===== config.mk =====
export PLATFORM = sky130hd
export DESIGN_NAME = alu_seq
export DESIGN_NICKNAME = d
export VERILOG_FILES = /design/src/rtl/alu_seq.sv
export SDC_FILE = /design/constraint.sdc
export NUM_CORES = 1
export LEC_CHECK = 0
export CAP_MARGIN = 20
export CORE_MARGIN = 2
export CORE_UTILIZATION = 45
export CTS_CLUSTER_DIAMETER = 50
export DETAILED_ROUTE_END_ITERATION = 7
export DONT_BUFFER_PORTS = 1
export GPL_TIMING_DRIVEN = 0
export SLEW_MARGIN = 20
export SYNTH_ARGS = -nofsm -noshare
export SYNTH_HDL_FRONTEND = slang
export SYNTH_SLANG_ARGS = --single-unit

===== constraint.sdc =====
create_clock -name Clk -period 9.6 [get_ports Clk]
set_clock_uncertainty 0.05 [all_clocks]
set_input_delay 2.88 -clock Clk [delete_from_list [all_inputs] [get_ports Clk]]
set_output_delay 2.88 -clock Clk [all_outputs]
set_load 0.01 [all_outputs]

===== src/rtl/alu_seq.sv =====
// rtl/alu_seq.sv - multi-cycle ALU: registered single-cycle ops, iterative MUL, optional DIV (ALU_DIV_EN)
module alu_seq #(
  parameter int WIDTH = 32,
  parameter int SHW   = $clog2(WIDTH)
) (
  input  logic             Clk,
  input  logic             Reset,
  input  logic             Start,
  input  logic [3:0]       ALUControl,
  input  logic [WIDTH-1:0] A,
  input  logic [WIDTH-1:0] B,
  output logic [WIDTH-1:0] ALUResult,
  output logic [WIDTH-1:0] Hi,
  output logic             Zero,
  output logic             Busy,
  output logic             Done
);

  localparam logic [3:0] OP_AND  = 4'd0;
  localparam logic [3:0] OP_OR   = 4'd1;
  localparam logic [3:0] OP_ADD  = 4'd2;
  localparam logic [3:0] OP_NOR  = 4'd3;
  localparam logic [3:0] OP_SUB  = 4'd6;
  localparam logic [3:0] OP_SLT  = 4'd7;
  localparam logic [3:0] OP_JUMP = 4'd8;
  localparam logic [3:0] OP_MUL  = 4'd9;
  localparam logic [3:0] OP_SLL  = 4'd10;
  localparam logic [3:0] OP_SGT  = 4'd11;
  localparam logic [3:0] OP_CLZ  = 4'd12;
  localparam logic [3:0] OP_ROTR = 4'd13;
`ifdef ALU_DIV_EN
  localparam logic [3:0] OP_DIV  = 4'd14;
`endif

  // iteration counter wraps back to 0 after the last step, ready for the next launch
  localparam logic [SHW-1:0] LAST_ITER = SHW'(WIDTH - 1);

  typedef enum logic [1:0] {S_IDLE, S_MUL, S_DIV, S_FIN} state_t;

  state_t               state;
  state_t               state_next;
  logic [SHW-1:0]       iter;
  logic [2*WIDTH-1:0]   acc;        // MUL: {partial high, multiplier}; DIV: {remainder, dividend/quotient}
  logic [WIDTH-1:0]     opnd;       // multiplicand or divisor, latched at launch
  logic                 start_mul;
  logic                 start_div;
  logic [WIDTH-1:0]     single_res;
  logic [SHW-1:0]       sll_amt;
  logic [SHW-1:0]       rot_amt;
  logic [SHW:0]         lead_cnt;
  logic                 lead_run;
  logic [WIDTH:0]       mul_sum;
  logic [2*WIDTH-1:0]   mul_next;

  assign start_mul = (ALUControl == OP_MUL);
`ifdef ALU_DIV_EN
  assign start_div = (ALUControl == OP_DIV);
`else
  assign start_div = 1'b0;
`endif
  assign Busy    = (state != S_IDLE);
  assign sll_amt = SHW'(B >> 6);
  assign rot_amt = B[SHW-1:0];

  // shift-add step: add multiplicand into the high half when the multiplier LSB is set, then shift right
  assign mul_sum  = {1'b0, acc[2*WIDTH-1:WIDTH]} + (acc[0] ? {1'b0, opnd} : {(WIDTH+1){1'b0}});
  assign mul_next = {mul_sum, acc[WIDTH-1:1]};

`ifdef ALU_DIV_EN
  logic               rem_msb;
  logic [WIDTH-1:0]   rem_low;
  logic [WIDTH-1:0]   rem_diff;
  logic               rem_borrow;
  logic               div_take;
  logic [2*WIDTH-1:0] div_next;

  // restoring step: shift next dividend bit into the remainder, subtract when it fits
  assign {rem_msb, rem_low}     = {acc[2*WIDTH-1:WIDTH], acc[WIDTH-1]};
  assign {rem_borrow, rem_diff} = {1'b0, rem_low} - {1'b0, opnd};
  assign div_take               = rem_msb | ~rem_borrow;
  assign div_next = div_take ? {rem_diff, acc[WIDTH-2:0], 1'b1}
                             : {rem_low,  acc[WIDTH-2:0], 1'b0};
`endif

  // single-cycle result, including the leading-bit counter for CLO/CLZ
  always_comb begin
    lead_cnt = '0;
    lead_run = 1'b1;
    for (int i = WIDTH - 1; i >= 0; i--) begin
      if (lead_run && (A[i] == B[0])) lead_cnt = lead_cnt + 1'b1;
      else                            lead_run = 1'b0;
    end
    single_res = '0;
    case (ALUControl)
      OP_AND:  single_res = A & B;
      OP_OR:   single_res = A | B;
      OP_ADD:  single_res = A + B;
      OP_NOR:  single_res = ~(A | B);
      OP_SUB:  single_res = A - B;
      OP_SLT:  single_res = {{(WIDTH-1){1'b0}}, ($signed(A) < $signed(B))};
      OP_JUMP: single_res = '0;
      OP_SLL:  single_res = A << sll_amt;
      OP_SGT:  single_res = {{(WIDTH-1){1'b0}}, ($signed(A) > $signed(B))};
      OP_CLZ:  single_res = {{(WIDTH-SHW-1){1'b0}}, lead_cnt};
      OP_ROTR: single_res = (A >> rot_amt) | (A << (WIDTH - int'(rot_amt)));
      default: single_res = '0;
    endcase
  end

  // state register
  always_ff @(posedge Clk or posedge Reset) begin
    if (Reset) state <= S_IDLE;
    else       state <= state_next;
  end

  // next-state: launch from IDLE, WIDTH iterations, then one finish cycle
  always_comb begin
    state_next = state;
    case (state)
      S_IDLE: begin
        if (Start) begin
          if (start_mul)      state_next = S_MUL;
          else if (start_div) state_next = S_DIV;
        end
      end
      S_MUL, S_DIV: if (iter == LAST_ITER) state_next = S_FIN;
      S_FIN:        state_next = S_IDLE;
      default:      state_next = S_IDLE;
    endcase
  end

  // datapath: operand latch, iteration engine, result/Hi/Zero/Done registers
  always_ff @(posedge Clk or posedge Reset) begin
    if (Reset) begin
      ALUResult <= '0;
      Hi        <= '0;
      Zero      <= 1'b1;
      Done      <= 1'b0;
      iter      <= '0;
      acc       <= '0;
      opnd      <= '0;
    end else begin
      Done <= 1'b0;
      case (state)
        S_IDLE: begin
          if (Start) begin
            if (start_mul) begin
              acc  <= {{WIDTH{1'b0}}, B};
              opnd <= A;
              iter <= '0;
            end else if (start_div) begin
              acc  <= {{WIDTH{1'b0}}, A};
              opnd <= B;
              iter <= '0;
            end else begin
              ALUResult <= single_res;
              Zero      <= (single_res == '0);
              Done      <= 1'b1;
            end
          end
        end
        S_MUL: begin
          acc  <= mul_next;
          iter <= iter + 1'b1;
        end
`ifdef ALU_DIV_EN
        S_DIV: begin
          acc  <= div_next;
          iter <= iter + 1'b1;
        end
`endif
        S_FIN: begin
          ALUResult <= acc[WIDTH-1:0];
          Hi        <= acc[2*WIDTH-1:WIDTH];
          Zero      <= (acc[WIDTH-1:0] == '0);
          Done      <= 1'b1;
        end
        default: ;
      endcase
    end
  end

endmodule

# Yosys cells after proc, flatten, opt, wreduce, memory -nomap -nowiden
# Cells that the tools add are included.
word_totals:
  register_bits: 169
  inputBits: 71
  output_inout_bits: 67
  elab_cells: 230
op_classes:
  add_sub_neg: 36
  magnitude_cmp: 2
  eq_ne: 50
  n_shift: 3
  mux: 84
  n_bitwise: 4
  n_reduce_logical: 43
ops:
  columns: ["cell", "count"]
  rows:
  - ["$pmux W32 S10", 1]
  - ["$add A6 B1 Y6 const B", 30]
  - ["$mux W6", 30]
  - ["$mux W64", 2]
  - ["$pmux W64 S2", 1]
  - ["$mux W32", 3]
  - ["$logic_not A32 Y1", 2]
  - ["$or A32 B32 Y32", 2]
  - ["$pmux W32 S2", 1]
  - ["$mux W1", 36]
  - ["$add A32 B32 Y33", 1]
  - ["$add A32 B32 Y32", 1]
  - ["$and A32 B32 Y32", 1]
  - ["$eq A1 B1 Y1", 32]
  - ["$gt A32 B32 Y1", 1]
  - ["$lt A32 B32 Y1", 1]
  - ["$not A32 Y32", 1]
  - ["$shl A32 B32 Y32", 1]
  - ["$shl A32 B5 Y32", 1]
  - ["$shr A32 B5 Y32", 1]
  - ["$sub A32 B32 Y32", 1]
  - ["$logic_and A1 B1 Y1", 31]
  - ["$eq A4 B4 Y1 const B", 5]
  - ["$reduce_and A3 Y1", 4]
  - ["19 further kinds", 32]

# Logic depth before layout (Yosys ltp)
# Gate-level depths: netlist (run 1).
depth:
  ltp_word: 69
  mapped_depth: 122
  depth_no_buf: 111

# Worst setup path after synthesis (run 1)
# Ideal clock, no wire load.
synth_timing:
  path_type: "input port to flip-flop"
  startpoint: "input B[0]"
  endpoint: "register Zero"
  setup_ns: 0.105
  t_arrival_ns: 25.229
  t_required_ns: 9.445
  path_slack_ns: -15.785
  stages: 121
  n_path_buf: 12
  path_cell_list: "buf_6 buf_12 buf_6 buf_2 buf_2 buf_2 buf_1 clkbuf_1 clkbuf_1 buf_2 buf_1 buf_1 nand3_1 and3_1 ha_1 and3b_1 o22ai_1 and2_1 [... 85 more ...] nor2_1 o21ai_0 ha_1 mux2_2 ha_1 mux2_2 ha_1 nand2_1 xnor2_1 a221oi_1 nand4_1 nor3_1 nand4_1 nor3_1 o2111ai_1 nor4_1 nand4_1 o41ai_1"
synth_via:
  elab_chain_len: 69
  word_cells_on_any_way: 173
  classes_between: "add/sub (34); order compare (2); eq/ne (32); shift (2); mux (67); bitwise (4); reduce/logical (32)"
synth_lines:
  columns: ["item", "line_no", "text"]
  rows:
  - ["start: declaration", "11", "input logic [WIDTH-1:0] B,"]
  - ["$eq A1 B1 Y1", "90", "if (lead_run && (A[i] == B[0])) lead_cnt = lead_cnt + 1'b1;"]
  - ["$mux W1", "90", null]
  - ["$add A1 B1 Y2 or $logic_and A1 B1 Y1 (tied branches)", "90", null]
  - ["$mux W2 or $mux W1 (tied branches)", "90", null]
  - ["$add A6 B1 Y6 or $logic_and A1 B1 Y1 (tied branches)", "90", null]
  - ["$mux W6 or $mux W1 (tied branches)", "90", null]
  - ["$add A6 B1 Y6 or $logic_and A1 B1 Y1 (tied branches)", "90", null]
  - ["$mux W6 or $mux W1 (tied branches)", "90", null]
  - ["[... 53 more ...]", null, null]
  - ["$mux W6 or $mux W1 (tied branches)", "90", null]
  - ["$add A6 B1 Y6 or $logic_and A1 B1 Y1 (tied branches)", "90", null]
  - ["$mux W6", "90", null]
  - ["$pmux W32 S10 *", "94", "case (ALUControl)"]
  - ["$logic_not A32 Y1 *", "157", "Zero <= (single_res == '0);"]
  - ["$mux W1 *", "147", "if (start_mul) begin"]
  - ["$mux W1 *", "146", "if (Start) begin"]
  - ["$pmux W1 S2 *", "144", "case (state)"]
  - ["end signal: assignment", "157", null]
  - ["end signal: assignment", "175", "Zero <= (acc[WIDTH-1:0] == '0);"]
  - ["end: declaration", "14", "output logic Zero,"]
# Mark *: on every way between the ends. The rest lies on a longest branch, timed or not. The select of a mux whose other input is x is not followed.
# A chain may end at the register's enable or synchronous reset.

# Worst setup path in the final report (run 1)
# Ends and elaborated chain as after synthesis.

==> results of run 1 <==
-- tightest hold or removal path, stage by stage (launching register included) --
cell	delay [ps]
dfrtp_1	340
nand2_1	50
o21ai_0	60
-- layout make-up --
cell class	instances	share of cell area
inverters	128	0.0196
diodes	4	0.000397
clock inverters	12	0.00744
repair buffers	91	0.0292
plain buffers	209	0.0386
multi-input cells	2342	0.687
flip-flops and latches	169	0.168
well taps	664	0.0329
clock buffers	19	0.0175
-- cell families (layout without fill, tap and decap cells) --
group                    after synthesis  after routing  synth area share
XOR/XNOR                             143            143            0.0647
other                                  0              4                 0
adder cells (fa/ha/maj)              169            169            0.0960
AND/OR/NAND/NOR                      910            910             0.189
flip-flops                           169            169             0.190
AO/OA/AOI/OAI                        893            893             0.261
buffers and inverters                343            459            0.0608
multiplexers                         227            227             0.138
-- report_power, final --
part	internal [mW]	total, mW	switching, mW
logic	0.770	2.01	1.24
clock network	0.446	0.753	0.306
registers	0.972	1.23	0.262
total	2.19	3.99	1.80
-- timing repair --
action	CTS	global route
endpoints found under the setup margin	12	10
pin swaps	68	81
setup buffers	61	29
gates resized for setup	74	42
-- cells in the mapped netlist (all sizes together) (38+ instances only) --
master,n
nand2,341
o21ai,234
nor2,231
a21oi,225
dfrtp,168
ha,166
clkbuf,165
inv,127
mux2i,121
xnor2,111
nand3,62
and2,59
mux4,59
nor3,52
buf,50
mux2,47
o211ai,38
-- per-layer routing --
metal  vias to the layer above  global-route usage  share of wire  routed length, um
li1                      10673                   -              -                  -
met1                     11809               0.513           0.40              41400
met2                      1495               0.621           0.44              45600
met3                       322              0.0743          0.097              10200
met4                         4               0.251          0.070               7360
met5                         -                   0        0.00021                 22
-- sequential cells by signal, indices dropped and copies added, names as in the netlist --
signal	flops
acc	64
ALUResult	32
Hi	32
opnd	32
iter	5
state	2
Done	1
Zero	1
-- final timing paths --
kind | end
max in group asynchronous | opnd[7]
min reg2reg | opnd[11]
min | opnd[11]
max | Zero
min in group asynchronous | acc[21]
max reg2reg | acc[61]
==> results.cfg, run 1 <==
[cells_and_area]
fin_util = 0.517
fin_area_sq_um = 25200
layout-drive-gt1-share = 0.130
nets = 3198
seqCellArea_sq_um = 4230
final_cell_mix = nand2_1, nor2_1, a21oi_1, o21ai_0, dfrtp_1
layout_commonest_cell = nand2_1
final_cells = 3638
multiInputGateArea_sq_um = 17300
synthToLayoutAreaGrowth_pct = 13.4
fillers = 4734

[clock_tree]
cts_root_buf = clkbuf_16
clockBufferDepth = 2
clkSinkCount = 169
ctsHoldBuffers = 0
cts_tree = done
clock_latency_ps = 450
clk_pin_slew_ps = 70
htree_levels = 4
numCtsBuffers = 17

[grt]
grt_max_degree = 80
grt_pass1_wl_um = 151000
antenna_found_initial = 6
grt_usage = 0.400
grt_pass1_vias = 22881
overflow = 0

[power_and_ir_drop]
vdd_drop_max_mv = 0.133
power_mw = 3.99
power.density_nw_per_um2 = 158
p_leak_nw = 10.9

[worst_setup_path]
crit_family = adder cells
worstSetupStartpointType = input pin
cp_slowest_cell = o41ai_2
cp-end-kind = flip-flop
cp_num_cells = 118
reg2reg_setup_slack_ps = 2790
cp_common_cell = ha_4
cp.arrival_ps = 23020
crit_buf_inv = 14
critical_path_class = in -> reg
critPathLaunch = B[0]
required_ps = 9900
cp_max_fo = 7
rr_startpoint = acc[0]
critPathMaxStageDelay_ps = 400
r2r_cells = 24

[yosys]
synth-seq-area-share = 0.190
yosysTopAreaCell = dfrtp_1
ys.flop_type = dfrtp_1
synthTopCellsByArea = dfrtp_1, ha_1, mux4_2
synthCells = 2854
async_flop_share = 1.00
syn_nets = 3094
synth_seq_cells = 169
synth_warnings = 0
yosysUniqueCellTypes = 102
syn_avg_cell_area_sq_um = 7.80
synth_edf_count = 0
netlist_area_sq_um = 22300
synth_top_area_share = 0.189

[timing]
clock.fmax_mhz = 44.0
setup_violations = 6
worst_slew_pin_slew_ps = 1070
hold_viol = 0
post-route-min-period_ps = 22720
fin_crit_sh = 2.37
tns_ps = -73390
worst_slack_ps = -13120
max_slew_margin = 0.277
rsz0062_at_grt = true
finalHoldWorstSlack_ps = 425
slew_viol_final = 0

[routing]
drt_iter0_markers = 2977
wl_per_cell_um = 28.8
first_pass_iters = 6
num_vias = 24303
drc = 0
drt-total-wl_um = 105000
ant_nets = 0
viasPerCell = 6.68

[placed_design]
gp_congestion = 1.07
place_inst = 3520
port_buffers = 0
post_dp_cell_area_sq_um = 23500
hpwl_um = 82600
dpl_worst_slack_ps = -15990

[outcome]
status = complete, but fails checks
violations = setup timing

[die]
initial_core_util = 0.456
ios = 138
rows = 81
coreArea_sq_um = 48800
fp.dieW_um = 226
fp.dieArea_sq_um = 51300
die-height_um = 226

[job]
cap_violations = 0

[min_path]
hold_depth = 2
holdCritStartpoint = opnd[11]
hold_class = reg -> reg
Note: power is estimated with default switching activity, not from simulation.
==> run 2: changes to the inputs <==
--- a/config.mk
+++ b/config.mk
@@ -6,6 +6,7 @@
 export NUM_CORES = 1
 export LEC_CHECK = 0
 export CAP_MARGIN = 20
+export CORE_ASPECT_RATIO = 1.2
 export CORE_MARGIN = 2
 export CORE_UTILIZATION = 45
 export CTS_CLUSTER_DIAMETER = 50
@@ -16,3 +17,4 @@
 export SYNTH_ARGS = -nofsm -noshare
 export SYNTH_HDL_FRONTEND = slang
 export SYNTH_SLANG_ARGS = --single-unit
+export TNS_END_PERCENT = 100
==> run 2 against run 1 <==
  * The flow still finishes with violations (setup timing)
  * First-iteration DRC count shrank 12%
  * Register-to-register slack gained 180 ps
  * Combinational power is essentially flat
  * Power shrank 1.3%
  * Clock power shrank 6.1%
  * Design area shrank 0.30%
  * Sequential cell count is the same
  * Worst setup slack lost 300 ps
  * Non-clock buffer count shrank 12
  * Critical path depth shrank 2
  * Largest cell class unchanged
  * Highest routed layer is now met4
==> results.cfg, run 2 (same netlist as run 1, synthesis figures left out) <==
[worst_setup_path]
crit_family = adder cells
cp_common_cell = ha_4
required_ps = 9900
r2r_end = acc[63]
crit_buf_inv = 9
cp_max_fo = 6
cp-end-kind = flip-flop
cp.arrival_ps = 23320
worstSetupStartpointType = input pin
rr_startpoint = acc[0]
r2r_cells = 24
critPathMaxStageDelay_ps = 410
critical_path_class = in -> reg
reg2reg_setup_slack_ps = 2970
cp_slowest_cell = a221oi_4

[placed_design]
hpwl_um = 84200
port_buffers = 0
dpl_worst_slack_ps = -16590
post_dp_cell_area_sq_um = 23500
place_inst = 3493
gp_congestion = 1.08

[min_path]
hold_class = reg -> reg
hold_depth = 2
holdCritStartpoint = opnd[18]
hold_end = opnd[18]

[clock_tree]
numCtsBuffers = 17
htree_levels = 4
clock_latency_ps = 470
cts_tree = done
clk_pin_slew_ps = 70
clkSinkCount = 169
cts_root_buf = clkbuf_16
ctsHoldBuffers = 0
clockBufferDepth = 2

[routing]
wl_per_cell_um = 29.5
drt_iter0_markers = 2628
viasPerCell = 6.67
first_pass_iters = 6
drt-total-wl_um = 106000
drc = 0
num_vias = 24002
ant_nets = 0

[cells_and_area]
nets = 3186
synthToLayoutAreaGrowth_pct = 13.1
layout_commonest_cell = nand2_1
fin_util = 0.514
layout-drive-gt1-share = 0.128
final_cells = 3598
largest_register_ff_count = 64
final_cell_mix = nand2_1, nor2_1, a21oi_1, o21ai_0, dfrtp_1
fin_area_sq_um = 25200
regMostFlops = acc

[timing]
worst_slack_ps = -13420
clock.fmax_mhz = 43.4
setup_violations = 6
max_slew_margin = 0.291
slew_viol_final = 0
worst_slew_pin_slew_ps = 1060
finalHoldWorstSlack_ps = 429
hold_viol = 0
tns_ps = -74840
fin_crit_sh = 2.40
post-route-min-period_ps = 23020
rsz0062_at_grt = true

[outcome]
status = complete, but fails checks
violations = setup timing

[grt]
grt_usage = 0.401
antenna_found_initial = 2
overflow = 0
grt_pass1_wl_um = 153000
grt_max_degree = 95
grt_pass1_vias = 23469

[die]
coreArea_sq_um = 49000
initial_core_util = 0.454
fp.dieArea_sq_um = 51300
ios = 138
fp.dieW_um = 207
rows = 89
die-height_um = 248

[power_and_ir_drop]
vdd_drop_max_mv = 0.108
power.density_nw_per_um2 = 157
p_leak_nw = 10.8
power_mw = 3.94

[job]
cap_violations = 0
run 2: worst reg2reg max path: stages (launching register included):
cell	delay [ps]
dfrtp_1	560
and2_1	260
ha_1	210
fa_1	410
a21o_1	210
a21oi_1	220
o21bai_1	100
a21oi_1	240
o21bai_1	110
a21oi_1	250
o21bai_1	100
a21oi_1	230
o21bai_1	110
a21oi_1	290
o21ai_0	220
a2111oi_0	620
o31ai_1	240
o41ai_1	690
o211ai_1	250
a31o_2	280
a21o_1	210
a21o_1	190
a21oi_1	200
nor3b_1	190
o21ai_0	90
run 2: power breakdown:
| part | internal [mW] | total [mW] | switching (mW) |
|---|---|---|---|
| combinational | 0.763 | 2.00 | 1.23 |
| clock | 0.360 | 0.707 | 0.347 |
| sequential | 0.971 | 1.24 | 0.268 |
run 2: timing repair:
action / 4_1_cts / 5_1_grt
gates cloned: 0 / 0
pin swaps: 75 / 83
buffers inserted: 63 / 18
resized for setup: 86 / 36
endpoints found under the setup margin: 14 / 10
run 2: how the worst max path moves through the flow:
stage | startpoint | end | slack [ps] | cells past startpoint
6_report | B[0] | Zero | -13420 | 116
5_1_grt | B[0] | Zero | -14130 | 116
4_1_cts | B[0] | Zero | -13300 | 120
3_5_place_dp | B[0] | Zero | -16590 | 116
3_3_place_gp | B[0] | Zero | -16040 | 116
2_1_floorplan | B[0] | Zero | -12820 | 121
run 2: cell type report:
type	count	area, sq um
antenna	2	5.00
clock inverter	14	173
timing repair buffer	82	663
fill	4783	23800
sequential	169	4230
inverter	128	505
multi-input combinational	2342	17400
buffer	206	980
tap	637	797
clock buffer	18	439
run 2: routing by layer:
layer  part of all wire  wire [um]  global-route usage  vias to the layer above
li1                   -          -                   -                    10630
met1               0.37      39000               0.451                    11648
met2               0.47      50000               0.689                     1325
met3              0.078       8280              0.0754                      399
met4              0.082       8700               0.280                        0
met5                  0          0                   0                        -
